==> src/rtl/seq_fault_injector.sv <==
// Time-controlled multi-slot fault injector: each slot waits, applies a stuck-at
// or bit-flip fault to one data bit for a programmed number of cycles, then retires.
module seq_fault_injector #(
  parameter int WIDTH      = 8,
  parameter int NUM_FAULTS = 2,
  parameter int CNT_W      = 8,
  parameter int LOC_W      = (WIDTH > 1) ? $clog2(WIDTH) : 1,
  parameter int SLOT_W     = (NUM_FAULTS > 1) ? $clog2(NUM_FAULTS) : 1
) (
  input  logic                  clk,
  input  logic                  reset,
  input  logic                  cfg_valid,
  output logic                  cfg_ready,
  input  logic [SLOT_W-1:0]     cfg_slot,
  input  logic [LOC_W-1:0]      cfg_loc,
  input  logic [1:0]            cfg_type,
  input  logic [CNT_W-1:0]      cfg_delay,
  input  logic [CNT_W-1:0]      cfg_dur,
  input  logic                  arm,
  input  logic                  clear,
  input  logic [WIDTH-1:0]      data_in,
  output logic [WIDTH-1:0]      data_out,
  output logic [NUM_FAULTS-1:0] active,
  output logic [NUM_FAULTS-1:0] done,
  output logic [CNT_W-1:0]      fault_count
);

  localparam int unsigned NF_U = NUM_FAULTS;
  localparam int unsigned W_U  = WIDTH;

  typedef enum logic [1:0] {
    S_IDLE,
    S_WAIT,
    S_ACTIVE,
    S_DONE
  } state_t;

  state_t           r_state [NUM_FAULTS];
  logic [1:0]       r_type  [NUM_FAULTS];
  logic [LOC_W-1:0] r_loc   [NUM_FAULTS];
  logic [CNT_W-1:0] r_delay [NUM_FAULTS];
  logic [CNT_W-1:0] r_dur   [NUM_FAULTS];
  logic [CNT_W-1:0] r_cnt   [NUM_FAULTS];
  logic [WIDTH-1:0] r_data_out;
  logic [CNT_W-1:0] r_fault_count;

  logic [NUM_FAULTS-1:0] w_sel;
  logic [NUM_FAULTS-1:0] w_idle;
  logic [NUM_FAULTS-1:0] w_active;
  logic [NUM_FAULTS-1:0] w_done;
  logic                  w_ready;
  logic                  w_cfg_wr;
  logic [WIDTH-1:0]      w_faulted;

  // An out-of-range slot index matches no slot, so it reads as not ready.
  always_comb begin
    w_sel    = '0;
    w_idle   = '0;
    w_active = '0;
    w_done   = '0;
    for (int unsigned i = 0; i < NF_U; i++) begin
      w_sel[i]    = (32'(cfg_slot) == i);
      w_idle[i]   = (r_state[i] == S_IDLE);
      w_active[i] = (r_state[i] == S_ACTIVE);
      w_done[i]   = (r_state[i] == S_DONE);
    end
    w_ready  = |(w_sel & (w_idle | w_done));
    w_cfg_wr = cfg_valid & w_ready;
  end

  always_ff @(posedge clk or negedge reset) begin
    if (!reset) begin
      for (int unsigned i = 0; i < NF_U; i++) begin
        r_state[i] <= S_IDLE;
        r_type[i]  <= '0;
        r_loc[i]   <= '0;
        r_delay[i] <= '0;
        r_dur[i]   <= '0;
        r_cnt[i]   <= '0;
      end
    end else begin
      for (int unsigned i = 0; i < NF_U; i++) begin
        if (clear) begin
          r_state[i] <= S_IDLE;
          r_cnt[i]   <= '0;
        end else if (w_cfg_wr && w_sel[i]) begin
          r_type[i]  <= cfg_type;
          r_loc[i]   <= cfg_loc;
          r_delay[i] <= cfg_delay;
          r_dur[i]   <= cfg_dur;
          r_state[i] <= S_IDLE;
          r_cnt[i]   <= '0;
        end else begin
          case (r_state[i])
            S_IDLE: begin
              if (arm && (r_type[i] != 2'b00)) begin
                r_state[i] <= S_WAIT;
                r_cnt[i]   <= r_delay[i];
              end
            end
            S_WAIT: begin
              if (r_cnt[i] == '0) begin
                r_state[i] <= S_ACTIVE;
                r_cnt[i]   <= r_dur[i];
              end else begin
                r_cnt[i] <= r_cnt[i] - 1'b1;
              end
            end
            S_ACTIVE: begin
              // A zero duration means the fault is permanent.
              if (r_dur[i] != '0) begin
                if (r_cnt[i] == CNT_W'(1)) begin
                  r_state[i] <= S_DONE;
                end else begin
                  r_cnt[i] <= r_cnt[i] - 1'b1;
                end
              end
            end
            S_DONE: begin
            end
            default: r_state[i] <= S_IDLE;
          endcase
        end
      end
    end
  end

  // Walk slots from highest to lowest index so the lowest active slot on a bit wins.
  always_comb begin
    w_faulted = data_in;
    for (int unsigned k = 0; k < NF_U; k++) begin
      if (w_active[NF_U-1-k] && (32'(r_loc[NF_U-1-k]) < W_U)) begin
        case (r_type[NF_U-1-k])
          2'b01:   w_faulted[r_loc[NF_U-1-k]] = 1'b0;
          2'b10:   w_faulted[r_loc[NF_U-1-k]] = 1'b1;
          2'b11:   w_faulted[r_loc[NF_U-1-k]] = ~data_in[r_loc[NF_U-1-k]];
          default: ;
        endcase
      end
    end
  end

  always_ff @(posedge clk or negedge reset) begin
    if (!reset) begin
      r_data_out    <= '0;
      r_fault_count <= '0;
    end else begin
      r_data_out <= w_faulted;
      if (clear) begin
        r_fault_count <= '0;
      end else if ((|w_active) && (r_fault_count != '1)) begin
        r_fault_count <= r_fault_count + 1'b1;
      end
    end
  end

  assign cfg_ready   = w_ready;
  assign data_out    = r_data_out;
  assign active      = w_active;
  assign done        = w_done;
  assign fault_count = r_fault_count;

endmodule

==> config.mk <==
export PLATFORM = sky130hd
export DESIGN_NAME = seq_fault_injector
export DESIGN_NICKNAME = d
export VERILOG_FILES = /design/src/rtl/seq_fault_injector.sv
export SDC_FILE = /design/constraint.sdc
export NUM_CORES = 1
export LEC_CHECK = 0
export CAP_MARGIN = 15
export CELL_PAD_IN_SITES_DETAIL_PLACEMENT = 1
export CELL_PAD_IN_SITES_GLOBAL_PLACEMENT = 2
export CORE_UTILIZATION = 36
export DETAILED_ROUTE_END_ITERATION = 10
export PLACE_DENSITY_LB_ADDON = 0.08
export RECOVER_POWER = 100
export SYNTH_ARGS = -nofsm -noshare
export SYNTH_HDL_FRONTEND = slang
export SYNTH_SLANG_ARGS = --single-unit
export TNS_END_PERCENT = 30
==> constraint.sdc <==
create_clock -name clk -period 2.66 [get_ports clk]
set_clock_uncertainty 0.2 [all_clocks]
set_input_delay 0.532 -clock clk [delete_from_list [all_inputs] [get_ports clk]]
set_output_delay 0.532 -clock clk [all_outputs]
set_load 0.1 [all_outputs]
After elaboration in Yosys (flattened, before gate mapping). Index checks and enable logic that the tools add are counted. W data, S select, Z words.

Output and inout port bits: 21. Bits in registers: 78. Bits of input ports: 35.

Add/subtract/negate cells: 3. Reductions and logical operators: 26. Order comparisons: 4. Equal/unequal tests: 25. Muxes and demuxes: 44. Bitwise operators: 13.

Operator list (count): $mux W8 (16); $pmux W8 S3 (4); $mux W2 (12); $ne A4 B2 Y1 const B (6); $and A8 B8 Y8 (2); $bwmux W8 (2); $eq A2 B2 Y1 const B (8); $eq A8 B1 Y1 const B (2); $logic_not A8 Y1 (2); $ne A4 B4 Y1 const B (4); $not A8 Y8 (2); $or A8 B8 Y8 (2); $reduce_bool A8 Y1 (2); $sub A8 B1 Y8 const B (2); $pmux W2 S3 (2); $reduce_and A5 Y1 (2); $reduce_bool A5 Y1 (2); $add A8 B1 Y8 const B (1); $eq A2 B1 Y1 const B (4); $lt A3 B4 Y1 const B (2); $ne A8 B8 Y1 const B (1); $reduce_and A4 Y1 (2); $logic_and A1 B1 Y1 (7); $bmux W1 S3 (2); 11 further kinds (24).

Depth between registers and ports, before layout.
Depth in word-level cells: 11. Gate-level depth with buffers: 9. Mapped depth without buffers: 7.

Worst setup path before layout. No wires, ideal clock.

Path type: flip-flop to output port. Start: register r_state[0] (netlist name). End: output cfg_ready. Arrival: 2.633 ns. Cell stages (with the launch flop): 6. Required time: 1.928 ns. Slack: -0.705 ns. Path buffers: 2. Cells stage by stage: dfrtp_1 > inv_1 > ha_1 > clkbuf_1 > clkbuf_1 > mux2i_1.

Cells in the longest elaborated chain, start to end: 4.

RTL lines: start, declared (line 38) `state_t r_state [NUM_FAULTS];`; start signal, assigned by index (line 74) `r_state[i] <= S_IDLE;`; start signal, assigned by index (line 84) `r_state[i] <= S_IDLE;`; start signal, assigned by index (line 91) `r_state[i] <= S_IDLE;`; $eq A2 B2 Y1 / $logic_not A2 Y1 (equally long branches) (line 65, 63); $or A2 B2 Y2 * (line 67) `w_ready = |(w_sel & (w_idle | w_done));`; $and A2 B2 Y2 * (line 67); $reduce_or A2 Y1 * (line 67); end, declared (line 13) `output logic cfg_ready,`.

Mark *: on every way between the ends. The rest lies on a longest branch, timed or not.

Worst setup path after layout.
Start: input cfg_slot. End: output cfg_ready.

Cells in the longest elaborated chain, start to end: 3.

RTL lines: start, declared (line 14) `input logic [SLOT_W-1:0] cfg_slot,`; $not A1 Y1 (line 62) `w_sel[i] = (32'(cfg_slot) == i);`; $and A2 B2 Y2 * (line 67); $reduce_or A2 Y1 * (line 67).

Marks and branches as above.

==> results.py <==
metrics = {
    "status": {
        "status": "complete, but fails checks",
        "violations": "DRC",
    },
    "flow_run": {
        "drv_cap": 0,
    },
    "routing": {
        "first_iter_violations": 168,
        "vias_per_cell": 5.634,
        "dr_total_vias": 3572,
        "routed_wl_um": 12070,
        "ant_nets": 0,
        "wl_per_cell_um": 19.04,
        "drc_errors": 6,
        "drt_pass1_iterations": 8,
    },
    "global_route": {
        "overflow": 0,
        "grt_pass1_vias": 3828,
        "track_usage": 0.2054,
        "antenna_found_initial": 0,
        "grt_pass1_wl_um": 19880,
        "grt_max_degree": 38,
    },
    "placed_design": {
        "detailed_place_hpwl_um": 9026,
        "io_buffers": 55,
        "dp_cells": 618,
        "place_area_um2": 5149,
        "dpl_worst_slack_ns": 0.07195,
        "gp_congestion": 0.8158,
    },
    "setup_path": {
        "reg2regPathDepth": 5,
        "critPathBufInv": 2,
        "slowest_stage": "clkdlybuf4s50_1",
        "r2r-start": "r_cnt[12]",
        "max_stage_delay_ns": 0.61,
        "cp_top_family": "buffers and inverters",
        "rrSetupSlack_ns": 0.20,
        "path_cells": "clkdlybuf4s50_1, mux2i_4, clkbuf_4",
        "worstSetupPathType": "in -> out",
        "crit_arrival_ns": 1.77,
        "reg2reg_to": "r_cnt[12]",
        "worstSetupEndpointType": "output pin",
        "required_ns": 1.93,
        "crit_fanout": 5,
        "critPathLaunchType": "input port",
    },
    "synth": {
        "synth-seq-cells": 78,
        "netlist_area_um2": 4368,
        "synth_fp_nets": 475,
        "avgSynthCellArea_um2": 10.25,
        "yosys_warnings": 0,
        "yosysTopAreaCellShare": 0.4469,
        "synth_ff_type": "dfrtp_1",
        "synthTopCellsByArea": "dfrtp_1, mux2_2, ha_1",
        "async_flop_share": 1.000,
        "syn_inst": 426,
        "synth_edf_count": 0,
        "yosysSeqAreaShare": 0.4469,
        "yosys.area.top_type": "dfrtp_1",
        "ys_types": 54,
    },
    "sta": {
        "period_minus_slack_ns": 2.499,
        "worst_pin_slew_ns": 1.177,
        "hold_viol": 0,
        "max_freq_mhz": 400.1,
        "grt_setup_unrepaired": "no",
        "whs_ns": 0.2990,
        "worst_slack_ns": 0.1607,
        "maxSlewViolCount": 0,
        "period_share": 0.9396,
        "relSlewSlack": 0.2187,
        "setup_viol": 0,
    },
    "pwr": {
        "power.density_nw_per_um2": 1223,
        "peakVddDrop_mv": 0.5348,
        "p_leak_nw": 2.174,
    },
    "finish": {
        "multi_input_area_um2": 2191,
        "fillers": 1292,
        "diodes": 0,
        "regArea_um2": 1952,
        "final_util": 0.4557,
        "drive_gt1_frac": 0.1833,
        "stdcell_count": 634,
        "final_nets": 536,
        "final_cell_area_um2": 5293,
        "areaGrowthSynthToFinish_pct": 21.17,
    },
    "worst_hold_path": {
        "min_from": "r_delay[4]",
        "hold_class": "reg -> reg",
        "holdPathEnd": "r_delay[4]",
        "hold_depth": 1,
    },
    "clock_network": {
        "clock-root-buffer": "clkbuf_16",
        "ctsHoldBuffers": 1,
        "cts-buffers-inserted": 9,
        "cts.repair.resized": 0,
        "postCtsSetupBuffers": 0,
        "clockBufferDepth": 2,
        "clock_latency_ns": 0.35,
        "h-tree-depth": 3,
        "clock_sinks": 78,
        "tritoncts": "yes",
        "cts.clk_slew.worst_paths_ns": 0.06,
    },
    "floorplan": {
        "rows": 39,
        "start_util": 0.3761,
        "die_w_um": 112.2,
        "coreArea_um2": 11610,
        "dieArea_um2": 12580,
        "die_h_um": 112.2,
        "io_pins": 56,
    },
}
worst max path at each step:
stage / startpoint / end / cells after the start
global placement: data_in[3] / data_out[7] / 6
CTS: cfg_slot / cfg_ready / 3
floorplan: r_state[0] / fault_count[7] / 7
detailed placement: data_in[3] / data_out[3] / 6
finish: cfg_slot / cfg_ready / 3
global route: r_cnt[12] / r_cnt[12] / 5
final cells by class:
class | instances | share of cell area
clock inverters | 4 | 0.01371
inverters | 29 | 0.02057
multi-input cells | 300 | 0.4139
flip-flops and latches | 78 | 0.3688
repair buffers | 69 | 0.1052
well taps | 143 | 0.03381
clock buffers | 11 | 0.04397
layer usage:
metal	vias up	global-route usage	routed length, um
li1	1680	-	-
met1	1793	0.2495	5326
met2	84	0.3565	6016
met3	15	0.04212	530
met4	0	0.08267	198
met5	-	0	0
cell usage in the layout (no fill, tap or decap), types with 7 or more instances in the layout:
cell type,n
a21oi_1,21
clkbuf_1,13
nor3_1,7
clkdlybuf4s50_1,33
inv_1,29
o221ai_1,10
nand3_1,14
clkbuf_16,9
clkbuf_2,12
buf_4,8
o21ai_0,27
a222oi_1,8
nand2_1,42
xnor2_1,12
ha_1,13
or2_2,8
mux2_2,27
nor2_1,20
a32o_1,8
dfrtp_1,78
synth_stat cells, types with 3 or more instances:
master     count
o22ai_1        3
and2_1         3
xor2_1         5
xnor2_1       12
a211oi_1       5
nand2_1       42
or2_2          8
dfrtp_1       78
nor2_1        20
nor3b_1        3
nor2b_1        5
o2111ai_1      4
a21oi_1       20
o221a_2        3
a31o_2         4
buf_6          3
inv_1         29
mux2_2        27
nor4_1         5
mux2i_1        6
a31oi_1        3
o21ai_0       26
nor3_1         7
clkbuf_1      14
or3_1          3
o221ai_1      10
a32o_1         8
a222oi_1       8
o32ai_2        3
ha_1          14
and3_1         4
nand3_1       14
cells by family after synthesis:
family	count (synthesis)	synth area share
AO/OA/AOI/OAI	107	0.1828
adder cells (fa/ha/maj)	14	0.04010
XOR/XNOR	17	0.03409
buffers and inverters	48	0.04698
multiplexers	36	0.09367
flip-flops	78	0.4469
AND/OR/NAND/NOR	126	0.1555
flip-flops by register name (all words and copies together), names as in the netlist:
name,flops
r_dur,16
r_cnt,16
r_type,4
r_loc,6
r_state,4
r_delay,16
data_out,8
fault_count,8
through the flow:
step | TNS, ns | power [mW]
2_1_floorplan | -0.008933 | 4.396
3_3_place_gp | 0 | 5.296
3_5_place_dp | 0 | 5.353
4_1_cts | 0 | 6.695
5_1_grt | 0 | 6.923
6_report | 0 | 6.472
worst register-to-register path: cells and delay by family, from the launching register on:
family           cells  cell delay [ns]
AO/OA/AOI/OAI        2             0.59
flip-flops           1             0.42
AND/OR/NAND/NOR      3             1.15
where the power goes:
group | switching (mW) | internal (mW) | leakage [nW]
Sequential | 0.428 | 1.63 | 0.981
Combinational | 1.87 | 1.24 | 1.05
Clock | 0.484 | 0.815 | 0.146
Note: power is estimated with default switching activity, not from simulation.
